[config.mk]
export PLATFORM = sky130hd
export DESIGN_NAME = wform_capture
export DESIGN_NICKNAME = d
export VERILOG_FILES = /design/src/rtl/wform_capture.sv
export SDC_FILE = /design/constraint.sdc
export NUM_CORES = 1
export LEC_CHECK = 0
export CORE_MARGIN = 5
export CORE_UTILIZATION = 59
export DETAILED_ROUTE_END_ITERATION = 7
export PLACE_DENSITY = 0.79
export RECOVER_POWER = 25
export SLEW_MARGIN = 40
export SYNTH_ARGS = -nofsm -noshare
export SYNTH_HDL_FRONTEND = slang
export SYNTH_SLANG_ARGS = --single-unit
[constraint.sdc]
create_clock -name clk -period 2.4 [get_ports clk]
set_input_delay 0.36 -clock clk [delete_from_list [all_inputs] [get_ports clk]]
set_output_delay 0.36 -clock clk [all_outputs]
set_load 0.03 [all_outputs]
[src/rtl/wform_capture.sv]
// wform_capture: serial waveform recorder.
// Samples a 1-bit waveform once per clk, assembles it LSB-first into bytes and
// stores DEPTH consecutive bytes in a register file with a combinational read port.
// Optional build macro SYNC_DETECT_EN: hunt for SYNC_BYTE before capturing.
module wform_capture #(
   parameter int         DEPTH     = 8,
   parameter int         ADDR_W    = 3,
   parameter logic [7:0] SYNC_BYTE = 8'hCC
) (
   input  logic              clk,
   input  logic              clear,
   input  logic              wform,
   input  logic              start,
   input  logic [ADDR_W-1:0] rd_addr,
   output logic [7:0]        rd_data,
   output logic [7:0]        byte_out,
   output logic              byte_valid,
   output logic              busy,
   output logic              done
);

   typedef enum logic [1:0] {
      ST_IDLE    = 2'd0,
      ST_CAPTURE = 2'd1,
      ST_DONE    = 2'd2
`ifdef SYNC_DETECT_EN
      , ST_HUNT  = 2'd3
`endif
   } state_t;

   state_t            state_q, state_d;
   logic [2:0]        bit_cnt_q, bit_cnt_d;
   logic [ADDR_W-1:0] byte_addr_q, byte_addr_d;
   logic [7:0]        shift_q, shift_d;
   logic [7:0]        byte_out_q, byte_out_d;
   logic              byte_valid_q, byte_valid_d;
   logic              busy_q, busy_d;
   logic              done_q, done_d;
   logic              wr_en_s;
   logic [7:0]        shifted_s;
   logic [7:0]        mem_q [DEPTH];
`ifdef SYNC_DETECT_EN
   logic [3:0]        hunt_cnt_q, hunt_cnt_d;
`endif

   // Next-state and output decode for the capture FSM.
   always_comb begin
      state_d      = state_q;
      bit_cnt_d    = bit_cnt_q;
      byte_addr_d  = byte_addr_q;
      shift_d      = shift_q;
      byte_out_d   = byte_out_q;
      byte_valid_d = 1'b0;
      busy_d       = busy_q;
      done_d       = done_q;
      wr_en_s      = 1'b0;
      shifted_s    = {wform, shift_q[7:1]};
`ifdef SYNC_DETECT_EN
      hunt_cnt_d   = hunt_cnt_q;
`endif
      case (state_q)
         ST_IDLE, ST_DONE: begin
            if (start) begin
               // wform is not sampled on the start edge
               bit_cnt_d   = 3'd0;
               byte_addr_d = '0;
               done_d      = 1'b0;
               busy_d      = 1'b1;
`ifdef SYNC_DETECT_EN
               state_d     = ST_HUNT;
               hunt_cnt_d  = 4'd0;
`else
               state_d     = ST_CAPTURE;
`endif
            end else begin
               state_d = state_q;
            end
         end
`ifdef SYNC_DETECT_EN
         ST_HUNT: begin
            shift_d = shifted_s;
            if (hunt_cnt_q != 4'd8) begin
               hunt_cnt_d = hunt_cnt_q + 4'd1;
            end else begin
               hunt_cnt_d = hunt_cnt_q;
            end
            // hunt_cnt_q >= 7 means this edge's bit makes at least 8 seen
            if ((hunt_cnt_q >= 4'd7) && (shifted_s == SYNC_BYTE)) begin
               state_d   = ST_CAPTURE;
               bit_cnt_d = 3'd0;
            end else begin
               state_d = ST_HUNT;
            end
         end
`endif
         ST_CAPTURE: begin
            shift_d   = shifted_s;
            bit_cnt_d = bit_cnt_q + 3'd1;
            if (bit_cnt_q == 3'd7) begin
               wr_en_s      = 1'b1;
               byte_out_d   = shifted_s;
               byte_valid_d = 1'b1;
               byte_addr_d  = byte_addr_q + {{(ADDR_W-1){1'b0}}, 1'b1};
               if (byte_addr_q == ADDR_W'(DEPTH - 1)) begin
                  state_d = ST_DONE;
                  done_d  = 1'b1;
                  busy_d  = 1'b0;
               end else begin
                  state_d = ST_CAPTURE;
               end
            end else begin
               state_d = ST_CAPTURE;
            end
         end
         default: begin
            state_d = ST_IDLE;
            busy_d  = 1'b0;
            done_d  = 1'b0;
         end
      endcase
   end

   // Control and output registers with synchronous clear.
   always_ff @(posedge clk) begin
      if (clear) begin
         state_q      <= ST_IDLE;
         bit_cnt_q    <= 3'd0;
         byte_addr_q  <= '0;
         shift_q      <= 8'h00;
         byte_out_q   <= 8'h00;
         byte_valid_q <= 1'b0;
         busy_q       <= 1'b0;
         done_q       <= 1'b0;
`ifdef SYNC_DETECT_EN
         hunt_cnt_q   <= 4'd0;
`endif
      end else begin
         state_q      <= state_d;
         bit_cnt_q    <= bit_cnt_d;
         byte_addr_q  <= byte_addr_d;
         shift_q      <= shift_d;
         byte_out_q   <= byte_out_d;
         byte_valid_q <= byte_valid_d;
         busy_q       <= busy_d;
         done_q       <= done_d;
`ifdef SYNC_DETECT_EN
         hunt_cnt_q   <= hunt_cnt_d;
`endif
      end
   end

   // Capture memory: zeroed on clear, one byte written per completed byte.
   always_ff @(posedge clk) begin
      if (clear) begin
         for (int i = 0; i < DEPTH; i++) begin
            mem_q[i] <= 8'h00;
         end
      end else if (wr_en_s) begin
         mem_q[byte_addr_q] <= shifted_s;
      end else begin
         mem_q[byte_addr_q] <= mem_q[byte_addr_q];
      end
   end

   assign rd_data    = mem_q[rd_addr];
   assign byte_out   = byte_out_q;
   assign byte_valid = byte_valid_q;
   assign busy       = busy_q;
   assign done       = done_q;

endmodule

* Word level (Yosys, flattened, before mapping)
Memories as Yosys holds them, arrays and structs flattened.
Index checks and enable logic that the tools add are counted.
** Word-level totals
- Flip-flop bits (word level) :: 27
- Latch bits :: 0
- Memory bits (writable) :: 64
- Memory bits (read-only) :: 0
- Input port bits :: 7
- Output and inout bits :: 19
- Word-level logic and storage cells :: 59
- Memories :: 1
** Cells by class
- $add $sub $neg :: 2
- Multipliers :: 0
- Div/mod/pow operators :: 0
- Magnitude comparators :: 0
- Equality and inequality tests :: 8
- Shifts and indexed selects :: 0
- Multiplexer cells :: 30
- Bitwise logic cells :: 1
- Reductions and logical operators :: 9
** Memories
- mem_q :: depth 8, width 8, read ports 1, clocked after Yosys merged registers in 0, wr ports 8, line 41 : logic [7:0] mem_q [DEPTH];
** Operators by type and width (count)
- 1-bit two-way mux :: 17
- 8-bit two-way mux :: 2
- 3-bit case mux with 2 select lines :: 2
- 3-bit two-way mux :: 3
- 8-bit OR reduction :: 1
- 3-bit by 1-bit adder with 3-bit output (second input constant) :: 2
- 3-bit equality test (second input constant) :: 2
- 2-bit two-way mux :: 3
- 2-bit inequality test (second input constant) :: 3
- 2-bit AND reduction :: 3
- 3-bit AND reduction :: 2
- 1-bit case mux with 2 select lines :: 2
- 2-bit case mux with 2 select lines :: 1
- 2-bit by 1-bit equality test with 1-bit output (second input constant) :: 1
- 2-bit equality test (second input constant) :: 1
- 2-bit logical NOT :: 1
- 2-bit nonzero test :: 1
- 2-bit OR reduction :: 1
- 0-bit inequality test :: 1
- 1-bit OR :: 1

* Depth between registers and ports, before layout
Gate-level depths: netlist of the first run.
- Word-level depth :: 10
- Mapped depth :: 6
- Gate-level depth less buffers :: 5

* Worst setup path before layout of the first run
Ideal clock, no wire load.
- Kind :: input to output
- From :: in rd_addr[0]
- To :: out rd_data[0]
- Arrival time :: 1.522 ns
- Required time :: 2.040 ns
- Path slack :: 0.518 ns
- Stages :: 4
- Buffers on the path :: 2
- Path through :: buf_6 > buf_6 > mux4_1 > mux2_2
** Between the ends
- Cells in the longest elaborated chain, start to end :: 1
** RTL lines
- from (decl) :: line 14 : input logic [ADDR_W-1:0] rd_addr,
- memory 8 x 8 bit
- to (decl) :: line 15 : output logic [7:0] rd_data,
Every way passes these cells.

* Final worst setup path of the first run
- From :: in rd_addr[0]
- To :: out rd_data[1]
Same word-level chain as after synthesis.

==> results.cfg, run 1 <==
[power]
leakagePower_nw = 1.72
vdd_drop_max_v = 0.000431
power_density_nw_per_um2 = 610

[finish]
multi_input_area_um2 = 1530
diodes = 0
final_core_util_pct = 69.0
drive_gt1_share_pct = 19.0
stdcell_count = 443
mostFrequentLayoutCell = and2_1
syn_to_final_growth_pct = 14.4
nets = 354
final_cell_mix = 65 x and2_1, 64 x edfxtp_1, 27 x nand2_1, 26 x a21oi_1, 26 x dfxtp_1
nFillCells = 506
seq_area_um2 = 2440
design_area_um2 = 4690

[routing]
wire_per_inst_um = 18.3
via_count = 2457
dr.pass1.iters = 4
postRouteAntennaNets = 0
vias_per_cell = 5.55
drc = 0
drtIter0Drc = 129
wl_um = 8100

[global_route]
grt_max_degree = 34
first_global_vias = 2462
gr-usage-all-layers_pct = 20.2
antenna_found_initial = 0
grt_pass1_wl_um = 13000
overflow = 0

[critical_path]
worst-path-max-fanout = 8
crit_required_ps = 2040
cp.arrival_ps = 2010
rr_worst_depth = 6
cp-end-kind = output port
worstSetupPathType = input port to output port
worst_setup_path_start_kind = input port

[placement]
hpwl_um = 5500
gp_congestion = 0.785
place_inst = 426
io_buffer_count = 25
placed_cell_area_um2 = 4530

[worst_hold_path]
hold_path_depth = 2
hold_path_class = flop to flop

[floorplanning]
io_pins = 26
dieArea_um2 = 8710
die_width_um = 93.3
rows = 30
start_util_pct = 60.3
fp.coreArea_um2 = 6790
die_h_um = 93.3

[synth]
ys_seq_elements = 90
synth.yosys.warnings = 0
synth_nets = 321
synth-seq-area-share_pct = 59.6
syn_avg_cell_area_um2 = 13.3
netlist_area_um2 = 4100
synth_cells = 309
synth_cell_type_count = 30
ys_async_sr_fraction_pct = 0
synth_edf_count = 64
yosys_most_used_dff = edfxtp_1

[clocking]
cts_root_buf = clkbuf_8
clock_tree.htree_level_count = 3
clk_pin_slew_ps = 80
cts.sinks = 90
cts_buffers = 9
cts_hold_buf = 0
clock_latency_ps = 360
clk_path_buf_depth = 2
cts_tree = done

[timing]
relSlewSlack_pct = 59.1
finClkSkew_ps = 14.5
setup_viol = 0
finalHoldViolations = 0
rsz0062_at_grt = false
period_share_pct = 98.9
whs_ps = 458
fmax_mhz = 421
slew_viol_final = 0
tns_ps = 0
finalCriticalPeriod_ps = 2370
worst_pin_slew_ps = 613

[run]
cap_violations = 0

[status]
outcome = complete, no violations
## kinds of logic (layout without fill, tap and decap cells)
kind of cell | count (synthesis) | after routing | share of synthesized area [%]
adders and majority gates | 5 | 5 | 1.53
AOI/OAI and AO/OA | 29 | 29 | 3.54
muxes | 25 | 25 | 12.0
and+or+nand+nor | 136 | 136 | 20.5
DFF | 90 | 90 | 59.6
buffers and inverters | 23 | 61 | 2.56
xor gates and xnor gates | 1 | 1 | 0.214
## metal layers
| layer | wire length (µm) | global-route usage (%) | vias up | share of wire, % |
|---|---|---|---|---|
| li1 | - | - | 1187 | - |
| met1 | 3410 | 25.5 | 1189 | 42 |
| met2 | 4170 | 35.3 | 64 | 51 |
| met3 | 345 | 3.22 | 17 | 4.3 |
| met4 | 176 | 6.84 | 0 | 2.2 |
| met5 | 0 | 0 | - | 0 |
## registers in the layout (all words and copies together) (netlist names)
| signal | cells |
|---|---|
| bit_cnt_q | 3 |
| byte_valid | 1 |
| byte_out | 8 |
| state_q | 2 |
| busy | 1 |
| mem_q | 64 |
| shift_q | 7 |
| done | 1 |
| byte_addr_q | 3 |
## metrics by stage
step	worst slack, ps	power [mW]
2_1_floorplan	518	1.89
3_3_place_gp	-444	1.98
3_5_place_dp	-462	1.99
4_1_cts	12.9	2.88
5_1_grt	6.04	2.97
6_report	25.7	2.86
## where the power goes
group / switching (mW) / internal [mW] / leakage [nW] / total [mW]
clock network: 0.531 / 0.384 / 0.0848 / 0.916
logic: 0.125 / 0.103 / 0.768 / 0.228
registers: 0.0208 / 1.70 / 0.871 / 1.72
total: 0.677 / 2.19 / 1.72 / 2.86
## worst max-delay path, cell delays in order
cell             delay (ps)
clkdlybuf4s15_1         250
bufbuf_16               310
mux4_2                  510
mux2_2                  290
clkdlybuf4s15_2         280
## cell type report
cell class	count	share of cell area [%]
Sequential cell	90	52.1
Multi-Input combinational cell	196	32.6
Timing Repair Buffer	42	8.86
Clock buffer	11	2.80
Tap cell	96	2.56
Clock inverter	5	0.801
Inverter	3	0.240
## cell usage after synthesis (all sizes together) (2+ instances only)
library cell | count | area [µm²]
o21ai | 3 | 15.0
nand2b | 3 | 18.8
buf | 6 | 41.3
nor3b | 2 | 15.0
dfxtp | 26 | 521
nand3 | 14 | 70.1
nand2 | 27 | 101
inv | 3 | 11.3
and2 | 65 | 407
or2 | 9 | 56.3
nor3 | 4 | 40.0
edfxtp | 64 | 1920
a21oi | 26 | 130
nor4b | 2 | 47.6
mux2 | 9 | 101
nor2 | 3 | 11.3
mux4 | 16 | 390
nor4 | 2 | 33.8
ha | 5 | 62.6
nand3b | 2 | 15.0
clkbuf | 14 | 52.6
## worst paths after layout
path | startpoint | end | slack (ps)
worst max register to register | bit_cnt_q[0] | mem_q[7][7] | 240
worst min register to register | byte_out[7] | byte_out[7] | 460
worst min-delay path | byte_out[7] | byte_out[7] | 460
worst max-delay path | rd_addr[0] | rd_data[1] | 30
## repair_timing
| item | 4_1_cts | 5_1_grt |
|---|---|---|
| gates resized for setup | 28 | 2 |
| pin swaps | 0 | 0 |
| setup buffers | 0 | 0 |
| endpoints found under the setup margin | 8 | 1 |
| gates cloned | 1 | 0 |
Power figures use the tool's default switching activity.
==> run 2: changes to the inputs <==
--- a/config.mk
+++ b/config.mk
@@ -10,7 +10,7 @@
 export DETAILED_ROUTE_END_ITERATION = 7
 export PLACE_DENSITY = 0.79
 export RECOVER_POWER = 25
-export SLEW_MARGIN = 40
+export SLEW_MARGIN = 30
 export SYNTH_ARGS = -nofsm -noshare
 export SYNTH_HDL_FRONTEND = slang
 export SYNTH_SLANG_ARGS = --single-unit
==> results of run 2 <==
The final DEF is identical to that of run 1; final timing and power are the same.
